File: config.mk
export PLATFORM = sky130hd
export DESIGN_NAME = dmem_access_arbiter
export DESIGN_NICKNAME = d
export VERILOG_FILES = /design/src/rtl/dmem_access_arbiter.sv
export SDC_FILE = /design/constraint.sdc
export NUM_CORES = 1
export LEC_CHECK = 0
export ABC_AREA = 1
export CORE_AREA = 2 2 101 103
export DETAILED_ROUTE_END_ITERATION = 7
export DIE_AREA = 0 0 103 105
export MAX_ROUTING_LAYER = met4
export PLACE_DENSITY = 0.69
export SYNTH_ARGS = -nofsm -noshare
export SYNTH_HDL_FRONTEND = slang
export SYNTH_SLANG_ARGS = --single-unit
File: constraint.sdc
create_clock -name clk_i -period 2.7 [get_ports clk_i]
set_input_delay 0.54 -clock clk_i [delete_from_list [all_inputs] [get_ports clk_i]]
set_output_delay 0.54 -clock clk_i [all_outputs]
set_load 0.01 [all_outputs]
File: src/rtl/dmem_access_arbiter.sv
// dmem_access_arbiter
//
// Shares the single-port local DMEM between the core load/store unit and
// the network endpoint's incoming remote requests. One access is granted
// per cycle: the core has fixed priority, but a starvation counter forces
// a network grant once the network has been blocked starve_limit_p cycles
// in a row. Read data (1-cycle DMEM latency) is steered back to whichever
// requester issued the read. The block also holds the load-reserved (LR)
// reservation, which a network store to the reserved word breaks.
//
// Handshake: a requester holds *_v_i with its request fields stable; the
// request is consumed in the cycle *_yumi_o is high (same-cycle,
// combinational accept). Read responses have no backpressure: *_rdata_v_o
// pulses for exactly one cycle, the cycle after the read was accepted, and
// the requester must take it.
//
// Ports:
//   clk_i, reset_i                    clock, synchronous active-high reset
//   core_{v,w,addr,data,mask}_i       core request
//   core_reserve_i                    core read is LR (sets reservation)
//   core_clear_reserve_i              core drops its reservation
//   core_yumi_o                       core request accepted this cycle
//   core_rdata_v_o, core_rdata_o      core read response
//   net_{v,w,addr,data,mask}_i        network request
//   net_yumi_o                        network request accepted this cycle
//   net_rdata_v_o, net_rdata_o        network read response
//   dmem_{v,w,addr,data,mask}_o       DMEM port
//   dmem_data_i                       DMEM read data, valid a cycle after a read
//   reserved_o, reserve_addr_o        reservation state

module dmem_access_arbiter #(
  parameter int data_width_p   = 32,
  parameter int dmem_size_p    = 1024,
  parameter int starve_limit_p = 4,
  localparam int mask_width_lp = data_width_p >> 3,
  localparam int addr_width_lp = (dmem_size_p > 1) ? $clog2(dmem_size_p) : 1,
  localparam int cnt_width_lp  = (starve_limit_p > 0) ? $clog2(starve_limit_p + 1) : 1
) (
  input  logic                     clk_i,
  input  logic                     reset_i,

  input  logic                     core_v_i,
  input  logic                     core_w_i,
  input  logic [addr_width_lp-1:0] core_addr_i,
  input  logic [data_width_p-1:0]  core_data_i,
  input  logic [mask_width_lp-1:0] core_mask_i,
  input  logic                     core_reserve_i,
  input  logic                     core_clear_reserve_i,
  output logic                     core_yumi_o,
  output logic                     core_rdata_v_o,
  output logic [data_width_p-1:0]  core_rdata_o,

  input  logic                     net_v_i,
  input  logic                     net_w_i,
  input  logic [addr_width_lp-1:0] net_addr_i,
  input  logic [data_width_p-1:0]  net_data_i,
  input  logic [mask_width_lp-1:0] net_mask_i,
  output logic                     net_yumi_o,
  output logic                     net_rdata_v_o,
  output logic [data_width_p-1:0]  net_rdata_o,

  output logic                     dmem_v_o,
  output logic                     dmem_w_o,
  output logic [addr_width_lp-1:0] dmem_addr_o,
  output logic [data_width_p-1:0]  dmem_data_o,
  output logic [mask_width_lp-1:0] dmem_mask_o,
  input  logic [data_width_p-1:0]  dmem_data_i,

  output logic                     reserved_o,
  output logic [addr_width_lp-1:0] reserve_addr_o
);

  localparam logic [cnt_width_lp-1:0] starve_max_lp = cnt_width_lp'(starve_limit_p);

  logic [cnt_width_lp-1:0]  starve_cnt_q;
  logic                     rd_pending_q;
  logic                     rd_owner_q;   // 0 = core, 1 = network
  logic                     reserved_q;
  logic [addr_width_lp-1:0] reserve_addr_q;

  logic force_net;
  logic core_grant;
  logic net_grant;
  logic rsv_set;
  logic rsv_clear;

  // Grants are suppressed while reset is held so no access starts (and no
  // response is scheduled) during reset.
  always_comb begin
    force_net  = net_v_i & (starve_cnt_q == starve_max_lp);
    core_grant = ~reset_i & core_v_i & ~force_net;
    net_grant  = ~reset_i & net_v_i & ~core_grant;
  end

  assign core_yumi_o = core_grant;
  assign net_yumi_o  = net_grant;

  // DMEM port follows the granted requester; fields are don't-care when
  // dmem_v_o is low, so the core side is used as the default.
  always_comb begin
    dmem_v_o    = core_grant | net_grant;
    dmem_w_o    = net_grant ? net_w_i    : core_w_i;
    dmem_addr_o = net_grant ? net_addr_i : core_addr_i;
    dmem_data_o = net_grant ? net_data_i : core_data_i;
    dmem_mask_o = net_grant ? net_mask_i : core_mask_i;
  end

  // Response valid is masked by reset so a reset in the cycle after a read
  // grant swallows that response.
  assign core_rdata_v_o = rd_pending_q & ~rd_owner_q & ~reset_i;
  assign net_rdata_v_o  = rd_pending_q &  rd_owner_q & ~reset_i;
  assign core_rdata_o   = dmem_data_i;
  assign net_rdata_o    = dmem_data_i;

  // A new LR overrides a same-cycle clear.
  always_comb begin
    rsv_set   = core_grant & ~core_w_i & core_reserve_i;
    rsv_clear = core_clear_reserve_i
              | (net_grant & net_w_i & (net_addr_i == reserve_addr_q));
  end

  always_ff @(posedge clk_i) begin
    if (reset_i) begin
      starve_cnt_q   <= '0;
      rd_pending_q   <= 1'b0;
      rd_owner_q     <= 1'b0;
      reserved_q     <= 1'b0;
      reserve_addr_q <= '0;
    end else begin
      // Counts cycles the network waits behind the core; any other cycle
      // (network granted or idle) restarts the count.
      if (net_v_i & core_grant) begin
        if (starve_cnt_q != starve_max_lp)
          starve_cnt_q <= starve_cnt_q + cnt_width_lp'(1);
      end else begin
        starve_cnt_q <= '0;
      end

      rd_pending_q <= (core_grant & ~core_w_i) | (net_grant & ~net_w_i);
      if (core_grant | net_grant)
        rd_owner_q <= net_grant;

      if (rsv_set) begin
        reserved_q     <= 1'b1;
        reserve_addr_q <= core_addr_i;
      end else if (rsv_clear) begin
        reserved_q <= 1'b0;
      end
    end
  end

  assign reserved_o     = reserved_q;
  assign reserve_addr_o = reserve_addr_q;

endmodule
==> results of run 1 <==
## final timing paths
check             slack, ps                         start                              to  cells after the start
setup reg to reg        850  starve_cnt_q[0]$_SDFFE_PP0P_  reserve_addr_o[4]$_SDFFE_PP0P_                     13
hold / removal          480  starve_cnt_q[0]$_SDFFE_PP0P_    starve_cnt_q[0]$_SDFFE_PP0P_                      1
setup / recovery         80                       net_v_i                     core_yumi_o                      9
hold reg to reg         480  starve_cnt_q[0]$_SDFFE_PP0P_    starve_cnt_q[0]$_SDFFE_PP0P_                      1
## placed cells by master (no fill, tap or decap), types with 2 or more instances in the layout
cell type	instances
o21ai_0	7
xnor2_1	4
nand2_2	18
inv_4	2
nand2_1	157
nand2_4	5
buf_12	3
clkdlybuf4s50_1	114
inv_1	24
nor2_1	18
nor3_1	2
buf_4	6
a21oi_1	4
ha_1	2
nor2_2	10
clkbuf_8	4
dlygate4sd2_1	48
dfxtp_1	16
## power groups by stage
| stage | Sequential [mW] | Combinational, mW | Clock (mW) |
|---|---|---|---|
| after CTS | 0.250 | 0.426 | 0.224 |
| after global routing | 0.251 | 0.458 | 0.239 |
| after global placement | 0.255 | 0.453 | 0 |
| final | 0.250 | 0.420 | 0.214 |
| after floorplan | 0.257 | 0.248 | 0 |
| after detailed placement | 0.255 | 0.458 | 0 |
## cell type report
| cell class | count | area share (%) |
|---|---|---|
| clock buffer | 4 | 1.61 |
| inverter | 28 | 3.37 |
| multi-input combinational | 233 | 31.2 |
| sequential | 16 | 9.37 |
| tap | 133 | 4.87 |
| timing repair buffer | 172 | 49.6 |
## cells by family after synthesis
family | synth area share, %
buf+inv | 33.0
fa+ha+maj | 1.21
compound gates | 3.33
flops | 15.5
simple gates | 45.2
xor+xnor | 1.70
## through the flow
step / TNS, ps / area [um2] / total power, mW / setup slack, ps
floorplan: 0 / 2060 / 0.504 / 811
global placement: -5080 / 3390 / 0.707 / -144
detailed placement: -7950 / 3390 / 0.712 / -204
CTS: 0 / 3420 / 0.900 / 63.8
global route: 0 / 3420 / 0.947 / 20.5
finish: 0 / 3420 / 0.884 / 80.5
## layer usage
metal	wire length [um]	track usage (%)
met1	2680	12.9
met2	3500	22.3
met3	502	2.88
met4	151	3.48
met5	0	-
## flip-flops by register name, indices dropped and copies added, names as in the netlist
register	cells
rd_pending_q	1
reserved_o	1
reserve_addr_o	10
starve_cnt_q	3
rd_owner_q	1
==> impl_metrics.py, run 1 <==
metrics = {
    "route": {
        "wirelength_um": 6840,
        "wire_per_inst_um": 11.7,
        "drc": 0,
        "firstDrtPassIters": 3,
        "dr.first_iter.drc_count": 88,
        "avgViaCountPerCell": 3.95,
        "vias": 2314,
        "final_antenna_net_count": 0,
    },
    "logic_synthesis": {
        "synth_nets": 487,
        "synthArstFlopShare_pct": 0,
        "yosysTopAreaCell": "nand2_1",
        "avgSynthCellArea_um2": 5.85,
        "synth_top_area_share_pct": 28.5,
        "netlist_top_cells_count": "157 x nand2_1, 66 x buf_4, 24 x inv_1",
        "synth_flop_cell": "dfxtp_1",
        "yosys_warnings": 0,
        "ys_types": 25,
        "synth_edf_count": 0,
        "synth.most_common_cell": "nand2_1",
        "synth_area_mm2": 0.00206,
        "synth_area_leaders": "nand2_1 29%, buf_4 24%, dfxtp_1 16%",
        "synth_cells": 353,
        "ys_seq_area_share_pct": 15.5,
        "ys_ff_latch": 16,
    },
    "clocking": {
        "cts-buffers-inserted": 3,
        "cts_setup_buffers": 0,
        "clock_path_buffers": 2,
        "clk_pin_slew_ps": 70,
        "holdBufCountCts": 0,
        "clock_latency_ps": 250,
        "cts_tree": "yes",
        "cts.sinks": 16,
        "clock-root-buffer": "clkbuf_8",
        "cts_resized": 52,
        "h-tree-depth": 1,
    },
    "critical_path": {
        "crit_buf_inv": 6,
        "cp_slowest_cell": "clkdlybuf4s50_1",
        "cp.required_ps": 2160,
        "worstPathMaxFanout": 3,
        "cpMostUsedCell": "nand2_4",
        "critPathKind": "in -> out",
        "cpPeakStageDelay_ps": 540,
        "cp.arrival_ps": 2080,
        "crit_chain": "clkdlybuf4s50_1 > buf_4 > nand2_4 > nand2_4 > buf_4 > inv_4 > nand2_4 > inv_4 > clkdlybuf4s50_1",
        "critPathLaunchType": "input port",
        "crit_family": "buffers and inverters",
        "cp-end-kind": "output pin",
    },
    "pwr": {
        "ir_drop_uv": 164,
        "p_leak_nw": 1.67,
        "p_clk_share_pct": 24.2,
        "power_density_mw_per_mm2": 259,
        "seqPwrFrac_pct": 28.2,
        "switching_power_uw": 263,
        "sw_frac_of_total_pct": 29.7,
        "power.internal_uw": 622,
        "comb_power_share_pct": 47.5,
    },
    "placement": {
        "place_inst": 581,
        "dp_hpwl_um": 5540,
        "port_buffers": 162,
        "gp_congestion": 0.773,
    },
    "layout": {
        "synthToLayoutAreaGrowth_pct": 65.6,
        "nets": 588,
        "n_antenna_cell": 0,
        "drive_above_1_share_pct": 11.7,
        "layout.cells.non_filler": 586,
        "post-route-util_pct": 35.5,
        "multi_input_area_mm2": 0.00107,
        "fillers": 1090,
        "seqCellArea_um2": 320,
    },
    "floorplanning": {
        "io-pin-count": 259,
        "die_w_um": 103,
        "initial_utilization_pct": 21.4,
        "design.core.area_mm2": 0.00964,
        "die_area_mm2": 0.0108,
        "die-height_um": 105,
        "core.rowCount": 36,
    },
    "sta": {
        "hold_viol_final": 0,
        "setup_viol": 0,
        "finalCriticalPeriod_ps": 2620,
        "tightest_slew_ps": 345,
        "max_freq_ghz": 0.382,
        "slew_viol_final": 0,
        "fin_skew_ps": 2.86,
        "rsz0062_at_grt": "no",
        "relSlewSlack_pct": 77.0,
        "timing.final.crit_share_pct": 97.0,
        "holdWs_ps": 481,
    },
    "job": {
        "maxCapViolations": 0,
    },
    "grt": {
        "grt_use_total_pct": 12.2,
        "grt_pass1_wl_um": 10400,
        "first_global_vias": 2308,
        "grt_start_max_net_pins": 31,
        "antenna_found_initial": 0,
        "overflow": 0,
    },
    "hold_path": {
        "hp-class": "reg -> reg",
    },
    "outcome": {
        "outcome": "complete, no violations",
    },
}
(Power assumes the default switching activity.)
==> run 2: changes to the inputs <==
--- a/config.mk
+++ b/config.mk
@@ -10,7 +10,8 @@
 export DETAILED_ROUTE_END_ITERATION = 7
 export DIE_AREA = 0 0 103 105
 export MAX_ROUTING_LAYER = met4
-export PLACE_DENSITY = 0.69
+export PLACE_DENSITY = 0.78
+export REMOVE_ABC_BUFFERS = 1
 export SYNTH_ARGS = -nofsm -noshare
 export SYNTH_HDL_FRONTEND = slang
 export SYNTH_SLANG_ARGS = --single-unit
==> run 2 against run 1 <==
  * Power is 0.85% higher
  * Worst hold slack worse by 3.5 ps
  * Core utilization up 0.38 points
  * Via count rose by 6.8%
  * Die area stayed put
  * Final area grew 1.1%
  * Sequential cell count did not move
  * Non-clock buffer count rose by 2
  * Clock-buffer cell count unchanged
  * Highest routed layer unchanged
==> impl_metrics.py, run 2 (same netlist as run 1, synthesis figures left out) <==
metrics = {
    "pwr": {
        "switching_power_uw": 266,
        "sw_frac_of_total_pct": 29.9,
        "ir_drop_uv": 177,
        "power.internal_uw": 625,
        "p_leak_nw": 1.76,
        "report.power.total_uw": 892,
        "p_clk_share_pct": 24.5,
        "power_density_mw_per_mm2": 258,
        "seqPwrFrac_pct": 28.0,
        "comb_power_share_pct": 47.5,
    },
    "layout": {
        "post-route-util_pct": 35.8,
        "synthToLayoutAreaGrowth_pct": 67.3,
        "seqCellArea_um2": 320,
        "layout_common_cells": "157 x nand2_1, 114 x clkdlybuf4s50_1, 38 x dlygate4sd2_1, 24 x inv_1",
        "largest_register_ffs": 10,
        "nets": 590,
        "layout_commonest_cell": "nand2_1",
        "drive_above_1_share_pct": 12.1,
        "n_antenna_cell": 0,
        "multi_input_area_mm2": 0.00107,
        "fillers": 1062,
        "fin_area_mm2": 0.00345,
    },
    "clocking": {
        "cts.sinks": 16,
        "cts_tree": "yes",
        "clock-root-buffer": "clkbuf_8",
        "h-tree-depth": 1,
        "cts-buffers-inserted": 3,
        "clock_path_buffers": 2,
        "clock_latency_ps": 250,
        "clk_pin_slew_ps": 70,
    },
    "sta": {
        "slew_viol_final": 0,
        "rsz0062_at_grt": "no",
        "fin_ws_ps": 66.4,
        "setup_viol": 0,
        "fin_setup_tns_ps": 0,
        "relSlewSlack_pct": 77.6,
        "fin_skew_ps": 8.38,
        "max_freq_ghz": 0.380,
        "finalCriticalPeriod_ps": 2630,
        "hold_viol_final": 0,
        "timing.final.crit_share_pct": 97.5,
        "tightest_slew_ps": 336,
    },
    "floorplanning": {
        "die-height_um": 105,
        "io-pin-count": 259,
        "core.rowCount": 36,
        "design.core.area_mm2": 0.00964,
        "die_w_um": 103,
        "die_area_mm2": 0.0108,
        "initial_utilization_pct": 21.4,
    },
    "critical_path": {
        "critPathKind": "in -> out",
        "cp.required_ps": 2160,
        "cp-end-kind": "output pin",
        "cp.arrival_ps": 2090,
        "rrSetupSlack_ps": 850,
        "crit_start": "net_v_i",
        "r2r-start": "starve_cnt_q[0]$_SDFFE_PP0P_",
        "worstPathMaxFanout": 2,
        "critPathLaunchType": "input port",
    },
    "route": {
        "wire_per_inst_um": 15.7,
        "avgViaCountPerCell": 4.20,
        "final_antenna_net_count": 0,
        "dr.first_iter.drc_count": 61,
        "drc": 0,
        "wirelength_um": 9210,
        "vias": 2472,
        "firstDrtPassIters": 4,
    },
    "grt": {
        "overflow": 0,
        "grt_pass1_wl_um": 12400,
        "first_global_vias": 2233,
        "grt_start_max_net_pins": 28,
        "antenna_found_initial": 0,
        "grt_use_total_pct": 15.5,
    },
    "job": {
        "maxCapViolations": 0,
    },
    "placement": {
        "preCtsSetupSlack_ps": -169,
        "port_buffers": 162,
        "place_area_mm2": 0.00340,
        "gp_congestion": 0.752,
        "dp_hpwl_um": 7600,
    },
    "outcome": {
        "outcome": "complete, no violations",
    },
    "hold_path": {
        "min_from": "starve_cnt_q[0]$_SDFFE_PP0P_",
        "hp-class": "reg -> reg",
    },
}
## run 2: area by class of cell
type                            instances  share of cell area (%)
Sequential cell                        16                    9.27
Inverter                               28                    3.33
Tap cell                              133                    4.82
Timing Repair Buffer                  174                    50.1
Multi-Input combinational cell        233                    30.9
Clock buffer                            4                    1.59
## run 2: power groups by stage
stage / sequential [mW] / clock (mW) / combinational, mW
floorplan: 0.257 / 0 / 0.140
global placement: 0.255 / 0 / 0.452
detailed placement: 0.256 / 0 / 0.457
CTS: 0.250 / 0.223 / 0.430
global route: 0.251 / 0.232 / 0.459
finish: 0.250 / 0.218 / 0.424
## run 2: layer usage
layer	vias up	part of all wire [%]	track usage (%)
li1	1185	-	-
met1	1075	39	17.9
met2	208	40	21.8
met3	4	20	12.0
met4	0	0.72	1.69
met5	-	0	-
## run 2: worst paths after layout
path,endpoint,cells after the start
worst max-delay path,dmem_v_o,7
worst min-delay path,starve_cnt_q[0]$_SDFFE_PP0P_,1
worst max register to register,reserve_addr_o[4]$_SDFFE_PP0P_,13
worst min register to register,starve_cnt_q[0]$_SDFFE_PP0P_,1
## run 2: worst max-delay path, cell delays in order
cell and delay [ps]:
clkdlybuf4s50_1 420, buf_4 150, nand2_4 60, nand2_4 50, buf_4 150, a21oi_1 160
clkdlybuf4s50_1 570
## run 2: timing repair
| item | 4_1_cts | 5_1_grt |
|---|---|---|
| hold buffers | 0 | 0 |
| gates resized for setup | 44 | 11 |
| gates cloned | 0 | 0 |
| buffers inserted | 0 | 0 |
| endpoints found under the setup margin | 48 | 10 |
## run 2: metrics by stage
| step | hold WS (ps) | instances |
|---|---|---|
| floorplan | 427 | 277 |
| global placement | 451 | 584 |
| detailed placement | 467 | 584 |
| CTS | 476 | 588 |
| global route | 510 | 588 |
| finish | 477 | 588 |
